<file path="src/rtl/cnn_seq_pkg.sv">
// Shared types and helpers for the CNN layer sequencer.
package cnn_seq_pkg;

  typedef enum logic [2:0] {
    IDLE,
    LAUNCH,
    WAIT,
    FINISH,
    ERROR
  } seq_state_e;

  // Width of a stage index port: one spare bit so N_STAGES itself is representable.
  function automatic int stage_idx_w(input int n);
    return $clog2(n) + 1;
  endfunction

endpackage

</file>
<file path="src/rtl/cnn_layer_sequencer_watchdog.sv">
// seq_watchdog: per-stage busy-cycle counter; flags when a stage has waited TIMEOUT cycles.
module seq_watchdog #(
  parameter int TIMEOUT = 200000,
  parameter int CNT_W   = $clog2(TIMEOUT) + 1
) (
  input  logic             clk,
  input  logic             reset_n,
  input  logic             clear,
  input  logic             enable,
  input  logic             load,
  input  logic [CNT_W-1:0] load_value,
  output logic             timeout
);

  localparam logic [CNT_W-1:0] LIMIT = CNT_W'(TIMEOUT - 1);

  logic [CNT_W-1:0] count;

  // Holds at LIMIT so a long-lived enable never wraps back to a quiet value.
  always_ff @(posedge clk) begin
    if (!reset_n) begin
      count <= '0;
    end else if (clear) begin
      count <= '0;
    end else if (load) begin
      count <= load_value;
    end else if (enable && count != LIMIT) begin
      count <= count + 1'b1;
    end
  end

  assign timeout = enable && (count == LIMIT);

endmodule

</file>
<file path="src/rtl/cnn_layer_sequencer.sv">
// Frame scheduler: launches stages 0..N_STAGES-1 in order with a per-stage watchdog.
// Define CNN_SEQ_PERF_EN to build the per-stage cycle counters behind perf_cycles.
module cnn_layer_sequencer
  import cnn_seq_pkg::*;
#(
  parameter int N_STAGES = 4,
  parameter int TIMEOUT  = 200000,
  parameter int PERF_W   = 32
) (
  input  logic                         clk,
  input  logic                         reset_n,
  input  logic                         start,
  output logic [N_STAGES-1:0]          stage_start,
  input  logic [N_STAGES-1:0]          stage_done,
  output logic                         busy,
  output logic                         done,
  output logic                         error,
  output logic [$clog2(N_STAGES):0]    err_stage,
  output logic [$clog2(N_STAGES):0]    cur_stage,
  output logic [N_STAGES*PERF_W-1:0]   perf_cycles
);

  localparam int IDX_W = stage_idx_w(N_STAGES);
  localparam int WD_W  = $clog2(TIMEOUT) + 1;

  seq_state_e state;
  logic       cur_done;
  logic       is_last;
  logic       wd_timeout;

  // Only the done line of the stage being awaited matters; others are ignored.
  always_comb begin
    cur_done = 1'b0;
    for (int i = 0; i < N_STAGES; i++) begin
      if (cur_stage == IDX_W'(i)) cur_done = stage_done[i];
    end
  end

  assign is_last = (cur_stage == IDX_W'(N_STAGES - 1));

  seq_watchdog #(
    .TIMEOUT (TIMEOUT),
    .CNT_W   (WD_W)
  ) u_watchdog (
    .clk        (clk),
    .reset_n    (reset_n),
    .clear      (state == LAUNCH),
    .enable     (state == WAIT),
    .load       (1'b0),
    .load_value ('0),
    .timeout    (wd_timeout)
  );

  // Outputs are registered alongside the state, so each takes effect with its state.
  always_ff @(posedge clk) begin
    if (!reset_n) begin
      state       <= IDLE;
      stage_start <= '0;
      busy        <= 1'b0;
      done        <= 1'b0;
      error       <= 1'b0;
      err_stage   <= '0;
      cur_stage   <= '0;
    end else begin
      stage_start <= '0;
      done        <= 1'b0;
      case (state)
        IDLE, ERROR: begin
          if (start) begin
            state       <= LAUNCH;
            stage_start <= N_STAGES'(1);
            busy        <= 1'b1;
            error       <= 1'b0;
            err_stage   <= '0;
            cur_stage   <= '0;
          end
        end
        LAUNCH: begin
          state <= WAIT;
        end
        WAIT: begin
          // A done arriving on the timeout cycle still completes the stage.
          if (cur_done) begin
            if (is_last) begin
              state <= FINISH;
              done  <= 1'b1;
              busy  <= 1'b0;
            end else begin
              state       <= LAUNCH;
              cur_stage   <= cur_stage + IDX_W'(1);
              stage_start <= N_STAGES'(1) << (cur_stage + IDX_W'(1));
            end
          end else if (wd_timeout) begin
            state     <= ERROR;
            error     <= 1'b1;
            err_stage <= cur_stage;
            busy      <= 1'b0;
          end
        end
        FINISH: begin
          state <= IDLE;
        end
        default: begin
          state <= IDLE;
          busy  <= 1'b0;
        end
      endcase
    end
  end

`ifdef CNN_SEQ_PERF_EN
  logic [PERF_W-1:0] perf_cnt [N_STAGES];
  logic              frame_go;
  logic              counting;

  assign frame_go = start && (state == IDLE || state == ERROR);
  assign counting = (state == LAUNCH) || (state == WAIT);

  // Counts the launch cycle through the accepted-done cycle; holds once the frame ends.
  always_ff @(posedge clk) begin
    if (!reset_n || frame_go) begin
      for (int i = 0; i < N_STAGES; i++) perf_cnt[i] <= '0;
    end else if (counting) begin
      for (int i = 0; i < N_STAGES; i++) begin
        if (cur_stage == IDX_W'(i) && perf_cnt[i] != '1) begin
          perf_cnt[i] <= perf_cnt[i] + 1'b1;
        end
      end
    end
  end

  always_comb begin
    perf_cycles = '0;
    for (int i = 0; i < N_STAGES; i++) begin
      perf_cycles[i*PERF_W +: PERF_W] = perf_cnt[i];
    end
  end
`else
  assign perf_cycles = '0;
`endif

endmodule

</file>
<file path="config.mk">
export PLATFORM = sky130hd
export DESIGN_NAME = cnn_layer_sequencer
export DESIGN_NICKNAME = d
export VERILOG_FILES = /design/src/rtl/cnn_seq_pkg.sv /design/src/rtl/cnn_layer_sequencer_watchdog.sv /design/src/rtl/cnn_layer_sequencer.sv
export SDC_FILE = /design/constraint.sdc
export NUM_CORES = 1
export LEC_CHECK = 0
export CAP_MARGIN = 20
export CORE_ASPECT_RATIO = 1.5
export CORE_MARGIN = 3
export CORE_UTILIZATION = 40
export CTS_BUF_LIST = sky130_fd_sc_hd__clkbuf_2
export CTS_CLUSTER_DIAMETER = 80
export DETAILED_ROUTE_END_ITERATION = 16
export HOLD_SLACK_MARGIN = 0.02
export PLACE_DENSITY = 0.83
export SYNTH_ARGS = -nofsm -noshare
export SYNTH_HDL_FRONTEND = slang
export SYNTH_SLANG_ARGS = --single-unit
</file>
<file path="constraint.sdc">
create_clock -name clk -period 2.5 [get_ports clk]
set_clock_uncertainty 0.05 [all_clocks]
set_input_delay 0.25 -clock clk [delete_from_list [all_inputs] [get_ports clk]]
set_output_delay 0.25 -clock clk [all_outputs]
set_load 0.1 [all_outputs]
</file>
* Word level (Yosys, flattened, before mapping)
Cells that the tools add are included.
Word-level totals: register bits 35, bits of input ports 7, output and inout bits 141, logic and storage cells 72
Cells by class: add/subtract/negate cells 2, eq/ne operators 16, shift operators 1, mux-type cells 30, bitwise logic cells 2, reduce and logical (&&, ||, !) cells 13
Operator list (number):
- 2-to-1 mux 3 bit | 8
- adder 19 x 1 -> 19 bit, second input constant | 1
- equality test 19 x 18 -> 1 bit, second input constant | 1
- inequality test 19 x 18 -> 1 bit, second input constant | 1
- 2-to-1 mux 1 bit | 13
- equality test 3 x 2 -> 1 bit, second input constant | 4
- case mux 3 bit (2 select lines) | 2
- AND reduction 4 bit | 3
- inequality test 2 bit, second input constant | 5
- case mux 3 bit (3 select lines) | 1
- 2-to-1 mux 4 bit | 2
- case mux 4 bit (2 select lines) | 1
- equality test 3 x 1 -> 1 bit, second input constant | 2
- zero test 3 bit | 2
- inequality test 3 bit, second input constant | 2
- OR reduction 2 bit | 3
- << shifter 1 x 3 -> 4 bit, first input constant | 1
- adder 3 x 1 -> 3 bit, second input constant | 1
- equality test 3 bit, second input constant | 1
- case mux 1 bit (3 select lines) | 1
- AND reduction 3 bit | 1
- logical AND 1 bit | 2
- 2-to-1 mux 2 bit | 1
- inverter 1 bit | 2
- 3 further kinds | 3

* Longest topological paths before layout
Gate-level depths: netlist of the first run.
depth in word-level cells 7, depth in mapped cells 7, gate-level depth less buffers 7

* Cells and area by module
Synthesis of the first run repeated with hierarchy kept, for this count alone.
Second synthesis, totals: cell total of the unflattened synthesis 376, area total of the unflattened synthesis 3084.2 um2
By module, submodules not included:
- cnn_layer_sequencer | instances 1, cells each 220, area an instance 1821.7 um2, sequential area each 320.3 um2
- seq_watchdog | instances 1, cells each 156, area an instance 1262.5 um2, sequential area each 380.4 um2

* Worst setup path before layout of the first run
OpenSTA, ideal clock, no wires.
path kind reg2reg, from register cur_stage[1], to register busy, library setup time 122 ps, data arrival time 2518 ps, data required time 2328 ps, slack -189 ps, stages on the path, launching flop included 8, buffers on the path 0, period minus slack after synthesis 2689 ps, cells stage by stage dfxtp_1 inv_1 ha_1 nand3b_1 a2111o_1 or2_1 a41o_1 o311a_1
On the way: longest elaborated chain between the ends 7, elaborated cells between the ends (all ways) 13, those cells by class eq/ne: 5; mux: 6; reduce/logical: 2
Ends and longest elaborated chain:
- start, declared | line cnn_layer_sequencer.sv:19 | output logic [$clog2(N_STAGES):0] cur_stage,
- start signal, assigned | line cnn_layer_sequencer.sv:90 | cur_stage <= cur_stage + IDX_W'(1);
- zero test 3 bit | line cnn_layer_sequencer.sv:35 | if (cur_stage == IDX_W'(i)) cur_done = stage_done[i];
- 2-to-1 mux 1 bit (4 in series) | line cnn_layer_sequencer.sv:35
- inequality test 3 bit (no line) / 2-to-1 mux 1 bit (equally long branches)
- AND reduction 4 bit (no line) / case mux 1 bit (3 select lines) (equally long branches)
- end signal, assigned | line cnn_layer_sequencer.sv:59 | busy <= 1'b0;
- end signal, assigned | line cnn_layer_sequencer.sv:72 | busy <= 1'b1;
- end signal, assigned | line cnn_layer_sequencer.sv:87 | busy <= 1'b0;
- end, declared | line cnn_layer_sequencer.sv:15 | output logic busy,
Parallel ways exist; a longest one is shown, timed or not. A chain may end at the register's enable or synchronous reset.

* Worst setup path after layout of the first run
from register cur_stage[0], to register busy
On the way: elaborated cells between the ends (all ways) 13, those cells by class eq/ne: 5; mux: 6; reduce/logical: 2
RTL lines:
- equality test 3 x 2 -> 1 bit * | line cnn_layer_sequencer.sv:39 | assign is_last = (cur_stage == IDX_W'(N_STAGES - 1));
- via is_last | line cnn_layer_sequencer.sv:28 | logic is_last;
- 2-to-1 mux 1 bit | line cnn_layer_sequencer.sv:35
- inequality test 3 bit (no line) / 2-to-1 mux 1 bit (equally long branches)
- AND reduction 4 bit (no line) / case mux 1 bit (3 select lines) (equally long branches)
Mark *: on every way through the listed nets, which the timed path passes. The rest lies on a longest branch.

==> results of run 1 <==
worst max-delay path, stage by stage, from the launching register on:
cell and delay (ns):
dfxtp_2 0.39, ha_1 0.23, ha_1 0.23, a2111o_1 0.47, or2_1 0.30, a41o_1 0.19, o311a_1 0.11
metal layers:
| layer | share of wire [%] | up-vias | GRT usage [%] |
|---|---|---|---|
| li1 | - | 890 | - |
| met1 | 35 | 854 | 11.6 |
| met2 | 52 | 122 | 21.2 |
| met3 | 9.6 | 10 | 2.74 |
| met4 | 3.6 | 0 | 7.92 |
| met5 | 0 | - | 0 |
cell usage after synthesis (2+ instances only):
cell	count
nor4_1	2
ha_1	7
clkbuf_1	4
nand4b_1	2
nand3_1	5
nor2_1	21
xor2_1	8
o21ai_1	7
a21oi_1	13
xnor2_1	2
nand3b_1	4
or3_1	5
inv_1	8
nor3_1	3
and2_1	6
and3_1	4
nand4_1	8
dfxtp_1	35
o21ai_0	3
nand2b_1	2
buf_4	128
nand2_1	16
o211ai_1	3
o21a_1	6
flip-flops by register name, summed over array words and instances, names as in the netlist:
signal            cells
u_watchdog.count     19
stage_start           4
cur_stage             3
err_stage             3
state                 3
busy                  1
done                  1
error                 1
power by group through the flow:
stage | Combinational [µW] | Clock [µW] | Sequential [µW]
3_5_place_dp | 942 | 0 | 588
4_1_cts | 943 | 263 | 576
3_3_place_gp | 940 | 0 | 588
5_1_grt | 968 | 292 | 578
2_1_floorplan | 1040 | 0 | 616
6_report | 948 | 252 | 576
worst paths after layout:
check	startpoint	endpoint	slack (ns)
max	cur_stage[0]	busy	0.43
min	err_stage[0]	err_stage[0]	0.46
max reg2reg	cur_stage[0]	busy	0.43
min reg2reg	err_stage[0]	err_stage[0]	0.46
layout make-up:
type                            instances  area share, %
Sequential cell                        35           28.2
Clock buffer                            6           1.20
Inverter                                8           1.20
Antenna cell                            1          0.100
Multi-Input combinational cell        278           58.0
Tap cell                               76           3.81
Clock inverter                          2          0.300
Timing Repair Buffer                   22           7.21
cells by family after synthesis:
family,count (synthesis)
AOI/OAI and AO/OA,42
xor gates and xnor gates,10
adders and majority gates,7
buffers and inverters,141
DFF,35
muxes,1
other,1
and+or+nand+nor,90
per-stage QoR:
| step | setup WS, ns | hold slack (ns) | utilization, % | area, µm² |
|---|---|---|---|---|
| global route | 0.232 | 0.471 | 38.3 | 2500 |
| finish | 0.433 | 0.456 | 38.3 | 2500 |
| detailed placement | 0.449 | 0.432 | 37.6 | 2460 |
| floorplan | 0.182 | 0.318 | - | 3170 |
| CTS | 0.439 | 0.450 | 38.2 | 2500 |
| global placement | 0.474 | 0.420 | 37.6 | 2460 |
==> flow_summary.toml, run 1 <==
[outcome]
status = "complete, no violations"

[timing]
setup_viol = 0
relSlewSlack_pct = 64.1
rsz0062_at_grt = "no"
worst_pin_slew_ns = 0.537
min_period_over_period_pct = 82.7
maxSlewViolCount = 0
fin_crit_ns = 2.07
fmax_mhz = 484
hold_viol_final = 0
fin_tns_setup_ns = 0

[detailed_routing]
firstDrtPassIters = 4
drc = 0
vias = 1876
vias_per_cell = 4.38
wire_per_inst_um = 10.7
drtIter0Drc = 58
final_antenna_net_count = 0
totalWireLength_um = 4580

[cts]
cts_sinks = 35
worstSkewPairLatency_ns = 0.38
post_cts_resized = 0
root_buffer = "clkbuf_2"
cts_setup_buffers = 0
clockBufferDepth = 2
cts_max_level = 2
hold_buffers = 0
clkTransAtPathRegs_ns = 0.16
cts_buffers = 5
cts_tree = "done"

[pwr]
leakage_uw = 0.00116
vdd.ir_drop.worst_mv = 0.316
power_frac_seq_pct = 32.4
switchingPower_uw = 1110
p_comb_share_pct = 53.4
switching_share_pct = 62.2
p_clk_share_pct = 14.2
p_total_uw = 1780
p_int_uw = 671
power.density_nw_per_um2 = 711

[flow_run]
maxCapViolations = 0

[global_routing]
grt.total_usage_pct = 11.8
grt_pass1_wl_um = 7240
grt_max_degree = 16
first_global_vias = 1600
antenna_found_initial = 1
grt.overflow.total = 0

[layout]
fin_nets = 364
fillers = 661
synthToLayoutAreaGrowth_pct = -7.12
drive_above_1_share_pct = 8.55
mostFrequentLayoutCells = "128 x conb_1, 32 x dfxtp_1, 21 x nor2_1"
instances_no_fill = 428
regArea_um2 = 704
final_common_cell = "conb_1"
multi_input_area_um2 = 1450

[die]
initial_core_util_pct = 41.2
die_area_um2 = 7770
die_h_um = 106
die_w_um = 73.0
pin_count = 148
num_rows = 36
coreArea_um2 = 6530

[placement]
dpl.hpwl_um = 3570
dp.cells = 419
place.gp.congestion = 0.828
io_buffers = 19

[synth]
synth_compound_area_share_pct = 10.0
ys.flop_type = "dfxtp_1"
syn_avg_cell_area_um2 = 8.23
synth-xor-area-share_pct = 3.26
synth_fa_ha_area_share_pct = 3.26
synth_mux_area_share_pct = 0.372
ys_seq_elements = 35
synthTopCellsByArea = "buf_4 36%, dfxtp_1 26%, ha_1 3.3%"
yosysTopAreaCell = "buf_4"
synthDistinctLibCells = 49
synth_edf_count = 0
synthSimpleGateAreaFrac_pct = 19.1
synth_cells = 327
synthArstFlopShare_pct = 0
synth_seq_area_share_pct = 26.0
synth_area_um2 = 2690
synth_top_area_share_pct = 35.7
yosys_warnings = 0
synth_top_family_by_area = "buffers and inverters"

[setup_path]
path_class = "register to register"
critPathLaunchType = "register"
cp_max_fo = 8
cp-end-kind = "register"
arrival_ns = 2.29
r2r_cells = 6
worstPathRequired_ns = 2.73

[min_path]
holdPathStages = 2
hp-class = "register to register"
Power figures use the tool's default switching activity.
==> run 2: changes to the inputs <==
Clock period 2.5 ns to 2.12 ns, I/O delays scaled along.
==> run 2 against run 1 <==
Compared with the run above: routed wire length increased by 4.2%; total power increased by 26%; register-to-register slack got worse by 0.34 ns; count of clock-buffer cells in the layout decreased by 1; critical endpoint unchanged; highest routed layer unchanged.
==> flow_summary.toml, run 2 (synthesis results as in run 1) <==
[outcome]
status = "complete, no violations"

[pwr]
leakage_uw = 0.00124
switchingPower_uw = 1320
power_frac_seq_pct = 30.3
switching_share_pct = 59.4
p_int_uw = 907
p_clk_share_pct = 19.3
vdd.ir_drop.worst_mv = 0.395
power.density_nw_per_um2 = 848
p_comb_share_pct = 50.5

[layout]
postLayoutCellArea_um2 = 2630
postLayoutCoreUtil_pct = 40.3
mostFrequentLayoutCells = "128 x conb_1, 32 x dfxtp_1, 26 x buf_4"
reg_top3 = "u_watchdog.count (19), stage_start (4)"
n_antenna_cell = 0
drive_above_1_share_pct = 12.2
fin_nets = 374
synthToLayoutAreaGrowth_pct = -2.14
final_common_cell = "conb_1"
largest_reg_flops = 19
top_register = "u_watchdog.count"

[placement]
preCtsSetupSlack_ns = -0.00549
dpl.hpwl_um = 3680
placed_area_um2 = 2520
io_buffers = 19
place.gp.congestion = 0.884

[global_routing]
grt.total_usage_pct = 11.3
grt_pass1_wl_um = 6980
antenna_found_initial = 0
grt_max_degree = 15
first_global_vias = 1683
grt.overflow.total = 0

[cts]
cts_max_level = 2
hold_buffers = 0
clockBufferDepth = 2
cts_sinks = 35
clkTransAtPathRegs_ns = 0.17
root_buffer = "clkbuf_2"
cts_buffers = 5
cts_tree = "done"
worstSkewPairLatency_ns = 0.40

[setup_path]
worstPathCellList = "inv_1, ha_2, nand3b_1, a2111o_1, or2_4, a41o_1, o311a_1"
cp-end-kind = "register"
arrival_ns = 2.28
critPathLaunchType = "register"
cp_max_fo = 8
path_class = "register to register"
worstPathRequired_ns = 2.37
path_buf_inv = 1
cp_slowest_stage_delay_ns = 0.54
cp_slowest_cell = "a2111o_1"
critPathTopFamily = "compound AO/OA/AOI/OAI gates"

[die]
die_h_um = 106
initial_core_util_pct = 41.2
coreArea_um2 = 6530
die_area_um2 = 7770
die_w_um = 73.0
num_rows = 36
pin_count = 148

[timing]
setup_viol = 0
hold_slack_ns = 0.452
maxSlewViolCount = 0
fin_crit_ns = 2.03
hold_viol_final = 0
min_period_over_period_pct = 95.8
fmax_mhz = 492
setup_slack_ns = 0.0883

[detailed_routing]
vias_per_cell = 4.38
drc = 0
wire_per_inst_um = 10.9
vias = 1913
firstDrtPassIters = 4
totalWireLength_um = 4770
final_antenna_net_count = 0
drtIter0Drc = 34

[flow_run]
maxCapViolations = 0

[min_path]
hp-class = "register to register"
## run 2: final timing paths
path | slack, ns | depth (start not counted) | start | endpoint
max | 0.09 | 7 | cur_stage[1] | busy
min | 0.45 | 2 | err_stage[0] | err_stage[0]
max reg2reg | 0.09 | 7 | cur_stage[1] | busy
min reg2reg | 0.45 | 2 | err_stage[0] | err_stage[0]
## run 2: what timing repair did
action	CTS	global route
setup buffers	2	1
setup endpoints to repair	6	5
gates resized for setup	0	5
pin swaps	1	2
## run 2: final cells by class
class | count | area (µm²)
Clock buffer | 5 | 25.0
Clock inverter | 3 | 38.8
Fill cell | 639 | 3900
Inverter | 8 | 30.0
Multi-Input combinational cell | 278 | 1480
Sequential cell | 35 | 712
Tap cell | 76 | 95.1
Timing Repair Buffer | 32 | 255
## run 2: through the flow
stage / power [µW] / setup TNS [ns] / std cells
floorplan: 1950 / -0.0205 / 454
global placement: 1800 / 0 / 426
detailed placement: 1800 / -0.00549 / 426
CTS: 2230 / 0 / 436
global route: 2300 / -0.00592 / 437
finish: 2230 / 0 / 437
## run 2: routing by layer
layer,vias to the layer above,GRT usage [%],part of all wire (%)
met4,0,8.05,3.2
met3,13,3.03,10
met2,129,20.3,52
met1,861,10.7,35
li1,910,-,-
met5,-,0,0
## run 2: power by group through the flow
stage               registers (µW)  clock network, µW  logic, µW
global route                   677                472       1150
global placement               688                  0       1110
finish                         675                430       1130
floorplan                      723                  0       1220
CTS                            675                438       1120
detailed placement             689                  0       1120
## run 2: worst min-delay path, delay by kind of cell, from the launching register on
family,cells,cell delay (ns)
compound gates,1,0.06
flops,1,0.35
simple gates,1,0.07
